$ cat src/rtl/secuenciador_billetes_pkg.sv
// Shared types and constants for the cash-dispense sequencer: FSM state encoding,
// error codes and default cassette denominations.
package secuenciador_billetes_pkg;

  localparam int NUM_CAS = 4;

  typedef enum logic [2:0] {
    ST_IDLE     = 3'd0,
    ST_PLAN     = 3'd1,
    ST_DISP     = 3'd2,
    ST_WAIT_ACK = 3'd3,
    ST_GAP      = 3'd4,
    ST_DONE     = 3'd5,
    ST_ERR      = 3'd6
  } estado_t;

  localparam logic [1:0] ERR_NONE  = 2'b00;
  localparam logic [1:0] ERR_STOCK = 2'b01;
  localparam logic [1:0] ERR_TOUT  = 2'b10;
  localparam logic [1:0] ERR_ZERO  = 2'b11;

  // Cassette 0 holds the largest bill; values must be strictly decreasing.
  localparam int DEN0_DEF        = 20000;
  localparam int DEN1_DEF        = 10000;
  localparam int DEN2_DEF        = 5000;
  localparam int DEN3_DEF        = 1000;
  localparam int TIMEOUT_CYC_DEF = 255;

endpackage

$ cat src/rtl/secuenciador_billetes_if.sv
// Bundle of the ATM-side command/status signals and the dispenser req/ack pair.
// slave = the sequencer, master = ATM controller plus dispenser.
interface secuenciador_billetes_if
  import secuenciador_billetes_pkg::*;
#(
  parameter int MONTO_W = 32,
  parameter int CNT_W   = 10
);
  logic                   entregar_dinero;
  logic [MONTO_W-1:0]     monto;
  logic                   carga_stb;
  logic [1:0]             carga_sel;
  logic [CNT_W-1:0]       carga_cnt;
  // Dispenser handshake: billete_req acts as valid and stays high with billete_sel
  // stable until the cycle billete_ack (ready) is seen; one bill moves on that edge,
  // and req is low for at least one cycle before the next bill is requested.
  logic                   billete_req;
  logic [1:0]             billete_sel;
  logic                   billete_ack;
  logic                   ocupado;
  logic                   dispensa_ok;
  logic                   dispensa_error;
  logic [1:0]             error_cod;
  logic [MONTO_W-1:0]     restante;
  logic [4*CNT_W-1:0]     conteo;
  estado_t                estado;

  modport slave (
    input  entregar_dinero, monto, carga_stb, carga_sel, carga_cnt, billete_ack,
    output billete_req, billete_sel, ocupado, dispensa_ok, dispensa_error,
           error_cod, restante, conteo, estado
  );

  modport master (
    output entregar_dinero, monto, carga_stb, carga_sel, carga_cnt, billete_ack,
    input  billete_req, billete_sel, ocupado, dispensa_ok, dispensa_error,
           error_cod, restante, conteo, estado
  );
endinterface

$ cat src/rtl/secuenciador_billetes_planificador.sv
// One greedy planning step: picks the largest denomination that still fits the
// remaining amount and has shadow stock. Purely combinational.
module secuenciador_billetes_planificador #(
  parameter int                       MONTO_W = 32,
  parameter int                       CNT_W   = 10,
  parameter logic [3:0][MONTO_W-1:0]  DEN_TAB = '0
) (
  input  logic [MONTO_W-1:0]         rem_i,
  input  logic [3:0][CNT_W-1:0]      shadow_i,
  output logic [1:0]                 idx_o,
  output logic                       found_o
);

  // Scan from smallest to largest so the largest fitting bill is the last to win.
  always_comb begin
    idx_o   = 2'd0;
    found_o = 1'b0;
    for (int i = 3; i >= 0; i--) begin
      if ((DEN_TAB[i] <= rem_i) && (shadow_i[i] != '0)) begin
        idx_o   = 2'(i);
        found_o = 1'b1;
      end
    end
  end

endmodule

$ cat src/rtl/secuenciador_billetes.sv
// Cash-dispense sequencer: plans the bill breakdown against a shadow stock, then
// drives the dispenser one bill at a time. Optional macro ACK_TIMEOUT_EN adds an ack timeout.
module secuenciador_billetes
  import secuenciador_billetes_pkg::*;
#(
  parameter int MONTO_W = 32,
  parameter int CNT_W   = 10,
  parameter int DEN0    = DEN0_DEF,
  parameter int DEN1    = DEN1_DEF,
  parameter int DEN2    = DEN2_DEF,
  parameter int DEN3    = DEN3_DEF
`ifdef ACK_TIMEOUT_EN
  ,
  parameter int TIMEOUT_CYC = TIMEOUT_CYC_DEF
`endif
) (
  input  logic                     clk,
  input  logic                     reset,
  secuenciador_billetes_if.slave   bus
);

  localparam logic [3:0][MONTO_W-1:0] DEN_TAB =
    {MONTO_W'(DEN3), MONTO_W'(DEN2), MONTO_W'(DEN1), MONTO_W'(DEN0)};

  estado_t                 state_q, state_d;
  logic [MONTO_W-1:0]      rem_q, rem_d;
  logic [MONTO_W-1:0]      restante_q, restante_d;
  logic [3:0][CNT_W-1:0]   cnt_q, cnt_d;
  logic [3:0][CNT_W-1:0]   shadow_q, shadow_d;
  logic [3:0][CNT_W-1:0]   n_q, n_d;
  logic [1:0]              sel_q, sel_d;
  logic                    req_q, req_d;
  logic [1:0]              error_cod_q, error_cod_d;

`ifdef ACK_TIMEOUT_EN
  localparam int TOUT_W = $clog2(TIMEOUT_CYC + 1);
  logic [TOUT_W-1:0]       tout_q, tout_d;
`endif

  logic [1:0]              plan_idx;
  logic                    plan_found;
  logic [MONTO_W-1:0]      plan_rem;
  logic [1:0]              disp_idx;
  logic                    disp_any;

  secuenciador_billetes_planificador #(
    .MONTO_W (MONTO_W),
    .CNT_W   (CNT_W),
    .DEN_TAB (DEN_TAB)
  ) u_plan (
    .rem_i    (rem_q),
    .shadow_i (shadow_q),
    .idx_o    (plan_idx),
    .found_o  (plan_found)
  );

  assign plan_rem = rem_q - DEN_TAB[plan_idx];

  // Bills are delivered starting from the largest denomination still planned.
  always_comb begin
    disp_idx = 2'd0;
    disp_any = 1'b0;
    for (int i = 3; i >= 0; i--) begin
      if (n_q[i] != '0) begin
        disp_idx = 2'(i);
        disp_any = 1'b1;
      end
    end
  end

  always_comb begin
    state_d     = state_q;
    rem_d       = rem_q;
    restante_d  = restante_q;
    cnt_d       = cnt_q;
    shadow_d    = shadow_q;
    n_d         = n_q;
    sel_d       = sel_q;
    req_d       = req_q;
    error_cod_d = error_cod_q;
`ifdef ACK_TIMEOUT_EN
    tout_d      = tout_q;
`endif
    case (state_q)
      ST_IDLE: begin
        // Reload lands before the shadow copy so a same-cycle start plans with it.
        if (bus.carga_stb) cnt_d[bus.carga_sel] = bus.carga_cnt;
        if (bus.entregar_dinero) begin
          restante_d = bus.monto;
          rem_d      = bus.monto;
          shadow_d   = cnt_d;
          n_d        = '0;
          if (bus.monto == '0) begin
            error_cod_d = ERR_ZERO;
            state_d     = ST_ERR;
          end else begin
            error_cod_d = ERR_NONE;
            state_d     = ST_PLAN;
          end
        end
      end
      ST_PLAN: begin
        if (rem_q == '0) begin
          state_d = ST_DISP;
        end else if (plan_found) begin
          rem_d              = plan_rem;
          shadow_d[plan_idx] = shadow_q[plan_idx] - CNT_W'(1);
          n_d[plan_idx]      = n_q[plan_idx] + CNT_W'(1);
          if (plan_rem == '0) state_d = ST_DISP;
        end else begin
          error_cod_d = ERR_STOCK;
          state_d     = ST_ERR;
        end
      end
      ST_DISP: begin
        if (disp_any) begin
          req_d   = 1'b1;
          sel_d   = disp_idx;
          state_d = ST_WAIT_ACK;
`ifdef ACK_TIMEOUT_EN
          tout_d  = '0;
`endif
        end else begin
          state_d = ST_DONE;
        end
      end
      ST_WAIT_ACK: begin
        if (bus.billete_ack) begin
          req_d        = 1'b0;
          n_d[sel_q]   = n_q[sel_q] - CNT_W'(1);
          cnt_d[sel_q] = cnt_q[sel_q] - CNT_W'(1);
          restante_d   = restante_q - DEN_TAB[sel_q];
          state_d      = ST_GAP;
        end
`ifdef ACK_TIMEOUT_EN
        else if (tout_q == TOUT_W'(TIMEOUT_CYC - 1)) begin
          req_d       = 1'b0;
          error_cod_d = ERR_TOUT;
          state_d     = ST_ERR;
        end else begin
          tout_d = tout_q + TOUT_W'(1);
        end
`endif
      end
      ST_GAP:  state_d = ST_DISP;
      ST_DONE: state_d = ST_IDLE;
      ST_ERR:  state_d = ST_IDLE;
      default: state_d = ST_IDLE;
    endcase
  end

  always_ff @(posedge clk) begin
    if (!reset) begin
      state_q     <= ST_IDLE;
      rem_q       <= '0;
      restante_q  <= '0;
      cnt_q       <= '0;
      shadow_q    <= '0;
      n_q         <= '0;
      sel_q       <= 2'd0;
      req_q       <= 1'b0;
      error_cod_q <= ERR_NONE;
`ifdef ACK_TIMEOUT_EN
      tout_q      <= '0;
`endif
    end else begin
      state_q     <= state_d;
      rem_q       <= rem_d;
      restante_q  <= restante_d;
      cnt_q       <= cnt_d;
      shadow_q    <= shadow_d;
      n_q         <= n_d;
      sel_q       <= sel_d;
      req_q       <= req_d;
      error_cod_q <= error_cod_d;
`ifdef ACK_TIMEOUT_EN
      tout_q      <= tout_d;
`endif
    end
  end

  assign bus.billete_req    = req_q;
  assign bus.billete_sel    = sel_q;
  assign bus.ocupado        = (state_q != ST_IDLE);
  assign bus.dispensa_ok    = (state_q == ST_DONE);
  assign bus.dispensa_error = (state_q == ST_ERR);
  assign bus.error_cod      = error_cod_q;
  assign bus.restante       = restante_q;
  assign bus.conteo         = cnt_q;
  assign bus.estado         = state_q;

endmodule

$ cat src/flat_wrapper.sv
// flat-port wrapper written by rule: the top's interface ports become plain ports
module secuenciador_billetes_flat import secuenciador_billetes_pkg::*;
#(
  parameter int MONTO_W = 32,
  parameter int CNT_W   = 10,
  parameter int DEN0    = DEN0_DEF,
  parameter int DEN1    = DEN1_DEF,
  parameter int DEN2    = DEN2_DEF,
  parameter int DEN3    = DEN3_DEF

)
  (clk, reset, bus_entregar_dinero, bus_monto, bus_carga_stb, bus_carga_sel, bus_carga_cnt, bus_billete_ack, bus_billete_req, bus_billete_sel, bus_ocupado, bus_dispensa_ok, bus_dispensa_error, bus_error_cod, bus_restante, bus_conteo, bus_estado);
  secuenciador_billetes_if #(.MONTO_W(MONTO_W), .CNT_W(CNT_W)) bus_i ();
  input  logic clk;
  input  logic reset;
  input wire logic [$bits(bus_i.entregar_dinero)-1:0] bus_entregar_dinero;
  input wire logic [$bits(bus_i.monto)-1:0] bus_monto;
  input wire logic [$bits(bus_i.carga_stb)-1:0] bus_carga_stb;
  input wire logic [$bits(bus_i.carga_sel)-1:0] bus_carga_sel;
  input wire logic [$bits(bus_i.carga_cnt)-1:0] bus_carga_cnt;
  input wire logic [$bits(bus_i.billete_ack)-1:0] bus_billete_ack;
  output wire logic [$bits(bus_i.billete_req)-1:0] bus_billete_req;
  output wire logic [$bits(bus_i.billete_sel)-1:0] bus_billete_sel;
  output wire logic [$bits(bus_i.ocupado)-1:0] bus_ocupado;
  output wire logic [$bits(bus_i.dispensa_ok)-1:0] bus_dispensa_ok;
  output wire logic [$bits(bus_i.dispensa_error)-1:0] bus_dispensa_error;
  output wire logic [$bits(bus_i.error_cod)-1:0] bus_error_cod;
  output wire logic [$bits(bus_i.restante)-1:0] bus_restante;
  output wire logic [$bits(bus_i.conteo)-1:0] bus_conteo;
  output wire logic [$bits(bus_i.estado)-1:0] bus_estado;
  assign bus_i.entregar_dinero = bus_entregar_dinero;
  assign bus_i.monto = bus_monto;
  assign bus_i.carga_stb = bus_carga_stb;
  assign bus_i.carga_sel = bus_carga_sel;
  assign bus_i.carga_cnt = bus_carga_cnt;
  assign bus_i.billete_ack = bus_billete_ack;
  assign bus_billete_req = bus_i.billete_req;
  assign bus_billete_sel = bus_i.billete_sel;
  assign bus_ocupado = bus_i.ocupado;
  assign bus_dispensa_ok = bus_i.dispensa_ok;
  assign bus_dispensa_error = bus_i.dispensa_error;
  assign bus_error_cod = bus_i.error_cod;
  assign bus_restante = bus_i.restante;
  assign bus_conteo = bus_i.conteo;
  assign bus_estado = bus_i.estado;
  secuenciador_billetes #(.MONTO_W(MONTO_W), .CNT_W(CNT_W), .DEN0(DEN0), .DEN1(DEN1), .DEN2(DEN2), .DEN3(DEN3)) u_core (.clk(clk), .reset(reset), .bus(bus_i));
endmodule
$ cat config.mk
export PLATFORM = sky130hd
export DESIGN_NAME = secuenciador_billetes_flat
export DESIGN_NICKNAME = d
export VERILOG_FILES = /design/src/rtl/secuenciador_billetes_pkg.sv /design/src/rtl/secuenciador_billetes_if.sv /design/src/rtl/secuenciador_billetes_planificador.sv /design/src/rtl/secuenciador_billetes.sv /design/src/flat_wrapper.sv
export SDC_FILE = /design/constraint.sdc
export NUM_CORES = 1
export LEC_CHECK = 0
export CAP_MARGIN = 20
export CORE_MARGIN = 1.5
export CORE_UTILIZATION = 55
export DETAILED_ROUTE_END_ITERATION = 6
export GPL_TIMING_DRIVEN = 1
export MAX_ROUTING_LAYER = met4
export PLACE_DENSITY = 0.84
export SYNTH_ARGS = -nofsm -noshare
export SYNTH_HDL_FRONTEND = slang
export SYNTH_HIERARCHICAL = 1
export SYNTH_SLANG_ARGS = --single-unit
$ cat constraint.sdc
create_clock -name clk -period 9.7 [get_ports clk]
set_input_delay 1.94 -clock clk [delete_from_list [all_inputs] [get_ports clk]]
set_output_delay 1.94 -clock clk [all_outputs]
set_load 0.1 [all_outputs]
==> metrics <==
worst-path fanout max=23; DRT Wirelength=48000 um; Yosys reg bits=192; Hold Path Class=reg2reg; count leader, synth=nor2_1; register area share after synthesis=29.2%; GRT Overall Usage=39.2%; Synth top cells by count=nor2_1, dfxtp_1, a21oi_1; clk_lat worst skew=0.46 ns; Setup CP Type=reg2reg; 1st-iter DRT viols=2614; Clock Sinks=192; CTS Buf Count=17; f_max=163 MHz; reg2reg setup slack=3.58 ns; DRC Markers=1; Nets=1805; endpoints failing setup=0; CTS H-tree depth=4; Synth top area share=29.2%; Post-Syn Nets=1749; Hold Fails Final Rpt=0; antenna-violating nets left=0; Syn Inst Count=1664; core area=0.0235 mm^2; actual slew at the worst max-slew pin=1.16 ns; distinct cell type count after synthesis=83; gpl congestion=0.995; Ports=132; Clock transition at path regs=0.09 ns; TNS Setup=0 ns; max cap viols=0; largest net degree at the start of global routing=79; ant diodes=0; post-synth top area cell=dfxtp_1; Tmin final=6.12 ns; pre-CTS setup slack=3.72 ns; Setup crit end kind=flop; Async SR Flop Fraction=0%; layout cells sized above 1=7.27%; Post-synth top flop=dfxtp_1; clock root cell=clkbuf_16; reg2reg end=u_core/bus.estado[1]; crit share post-route=63.1%; standard-cell row count=56; skew final=0.0277 ns; arrival time worst endpoint=6.50 ns; status=finished, violations left; Post-CTS Setup Repair Bufs=0; worst vdd rail ir drop=179 uV; Area contributors post-synth=dfxtp_1, mux4_2, nor2_1; initial antenna violation count=0; vias per cell=7.10; Slew Viols, Final=0; Initial Util=56.2%; DIE WIDTH=158 um; post-CTS sizing=0; grt total ovfl=0; PD cells=281 mW/mm^2; hpwl dp=33300 um; DR WL/cell=23.4 um; Die Y=158 um; drt pass-1 iters=7; DIE AREA=0.0249 mm^2; violated checks=design-rule violations; Cell Area, Synth=0.0132 mm^2; average size of a mapped cell=7.92 um^2; hold path start=u_core/bus.restante[2]; CP Launch Type=flop; vias in the first global route=13200; YS warnings=6; RSZ-0062 raised after global routing=false; global-route wire length before repair=73700 um; number of enable flip-flop cells after synthesis=0; Port Buffers=131; hold path cells=2; LEAKAGE=5.59 nW; reg2reg path depth=16; CTS Buffer Depth=2; worst r2r src=u_core/shadow_q[5]; Crit path required time=10.09 ns; Area Growth Syn to Fin=16.0%; TritonCTS clock tree=yes; Hold Buf Count CTS=0; Rel. slew slack=22.4%; Worst Hold End=u_core/bus.restante[2]; setup ws final=3.58 ns; Via Count=14600
[worst max-delay path by stage]
stage | start | end | slack (ns) | cells past startpoint
6_report | u_core/shadow_q[5] | u_core/bus.estado[1] | 3.58 | 16
3_3_place_gp | u_core/rem_q[16] | u_core/bus.estado[1] | 3.83 | 17
5_1_grt | u_core/rem_q[16] | u_core/bus.estado[1] | 3.25 | 17
3_5_place_dp | u_core/rem_q[16] | u_core/bus.estado[1] | 3.72 | 17
2_1_floorplan | u_core/rem_q[19] | u_core/bus.estado[1] | 4.17 | 20
4_1_cts | u_core/rem_q[16] | u_core/bus.estado[1] | 3.70 | 17
[cell usage in the layout, fill, tap and decap left out, drive strengths merged, types with 9 or more instances in the layout]
cell type / instances
nor3: 47
a21oi: 139
a311oi: 11
mux4: 40
o21ai: 131
inv: 48
or4: 11
and2: 9
ha: 34
xor2: 20
nand2: 118
a31oi: 17
a21o: 9
mux2i: 45
o21a: 10
o221ai: 33
nand3: 39
xnor2: 26
clkbuf: 17
nand4: 9
or3: 18
buf: 23
nor4: 43
dfxtp: 192
a211oi: 38
clkdlybuf4s50: 130
o22ai: 43
nor2: 235
o211ai: 15
o22a: 9
a22oi: 41
[area by class of cell]
class	count	area (um^2)
timing repair buffer	153	1470
clock buffer	17	425
inverter	39	149
tap	319	399
clock inverter	15	213
multi-input combinational	1317	8790
fill	1964	8180
sequential	192	3840
[critical path, cell delays in order, from the launching register on]
cell and delay [ns]:
dfxtp_1 0.33, or4_1 0.58, nor4_1 0.49, a21oi_2 0.11, a21oi_4 0.83, inv_1 0.18, ha_1 0.34, inv_1 0.18
ha_1 0.49, and4b_1 0.34, nor2_1 0.05, a221oi_1 0.31, nand3b_1 0.12, or4_1 0.52, or4_1 0.55, or4b_1 0.54
nand2_1 0.09
[logic make-up (layout without fill, tap and decap cells)]
kind of cell,count (synthesis),in the layout,share of synthesized area [%]
adder cells (fa/ha/maj),36,36,3.53
multiplexers,87,87,10.4
XOR/XNOR,46,46,3.06
flip-flops,192,192,29.2
AO/OA/AOI/OAI,564,564,28.0
AND/OR/NAND/NOR,584,584,21.4
buffers and inverters,155,224,4.47
[report_power, final]
group / internal (mW) / total, mW / switching, mW
sequential: 0.914 / 1.09 / 0.173
combinational: 0.788 / 2.46 / 1.67
clock: 0.362 / 0.753 / 0.391
total: 2.06 / 4.30 / 2.24
[per-layer routing]
metal,vias to the layer above,track usage (%),wire (um)
met5,-,-,0
met2,1171,58.0,21000
met3,191,8.73,6260
li1,6427,-,-
met4,0,16.1,1800
met1,6790,51.8,18900
[through the flow]
step	total power [mW]	std cells	hold slack (ns)	utilization, %	area, um^2
after floorplan	2.84	1664	0.439	-	13200
after global routing	4.49	2052	0.481	65.1	15300
after global placement	3.45	2019	0.445	62.4	14600
after detailed placement	3.46	2019	0.449	62.4	14600
after CTS	4.22	2051	0.459	65.1	15300
final	4.30	2052	0.461	65.1	15300
[state kept, by name, indices dropped and copies added (netlist names)]
| name | cells |
|---|---|
| u_core/shadow_q | 40 |
| u_core/n_q | 40 |
| u_core/bus.restante | 32 |
| u_core/bus.conteo | 40 |
| u_core/rem_q | 32 |
| u_core/bus.billete_sel | 2 |
| u_core/bus.error_cod | 2 |
| u_core/bus.billete_req | 1 |
| u_core/bus.estado | 3 |
Note: power is estimated with default switching activity, not from simulation.
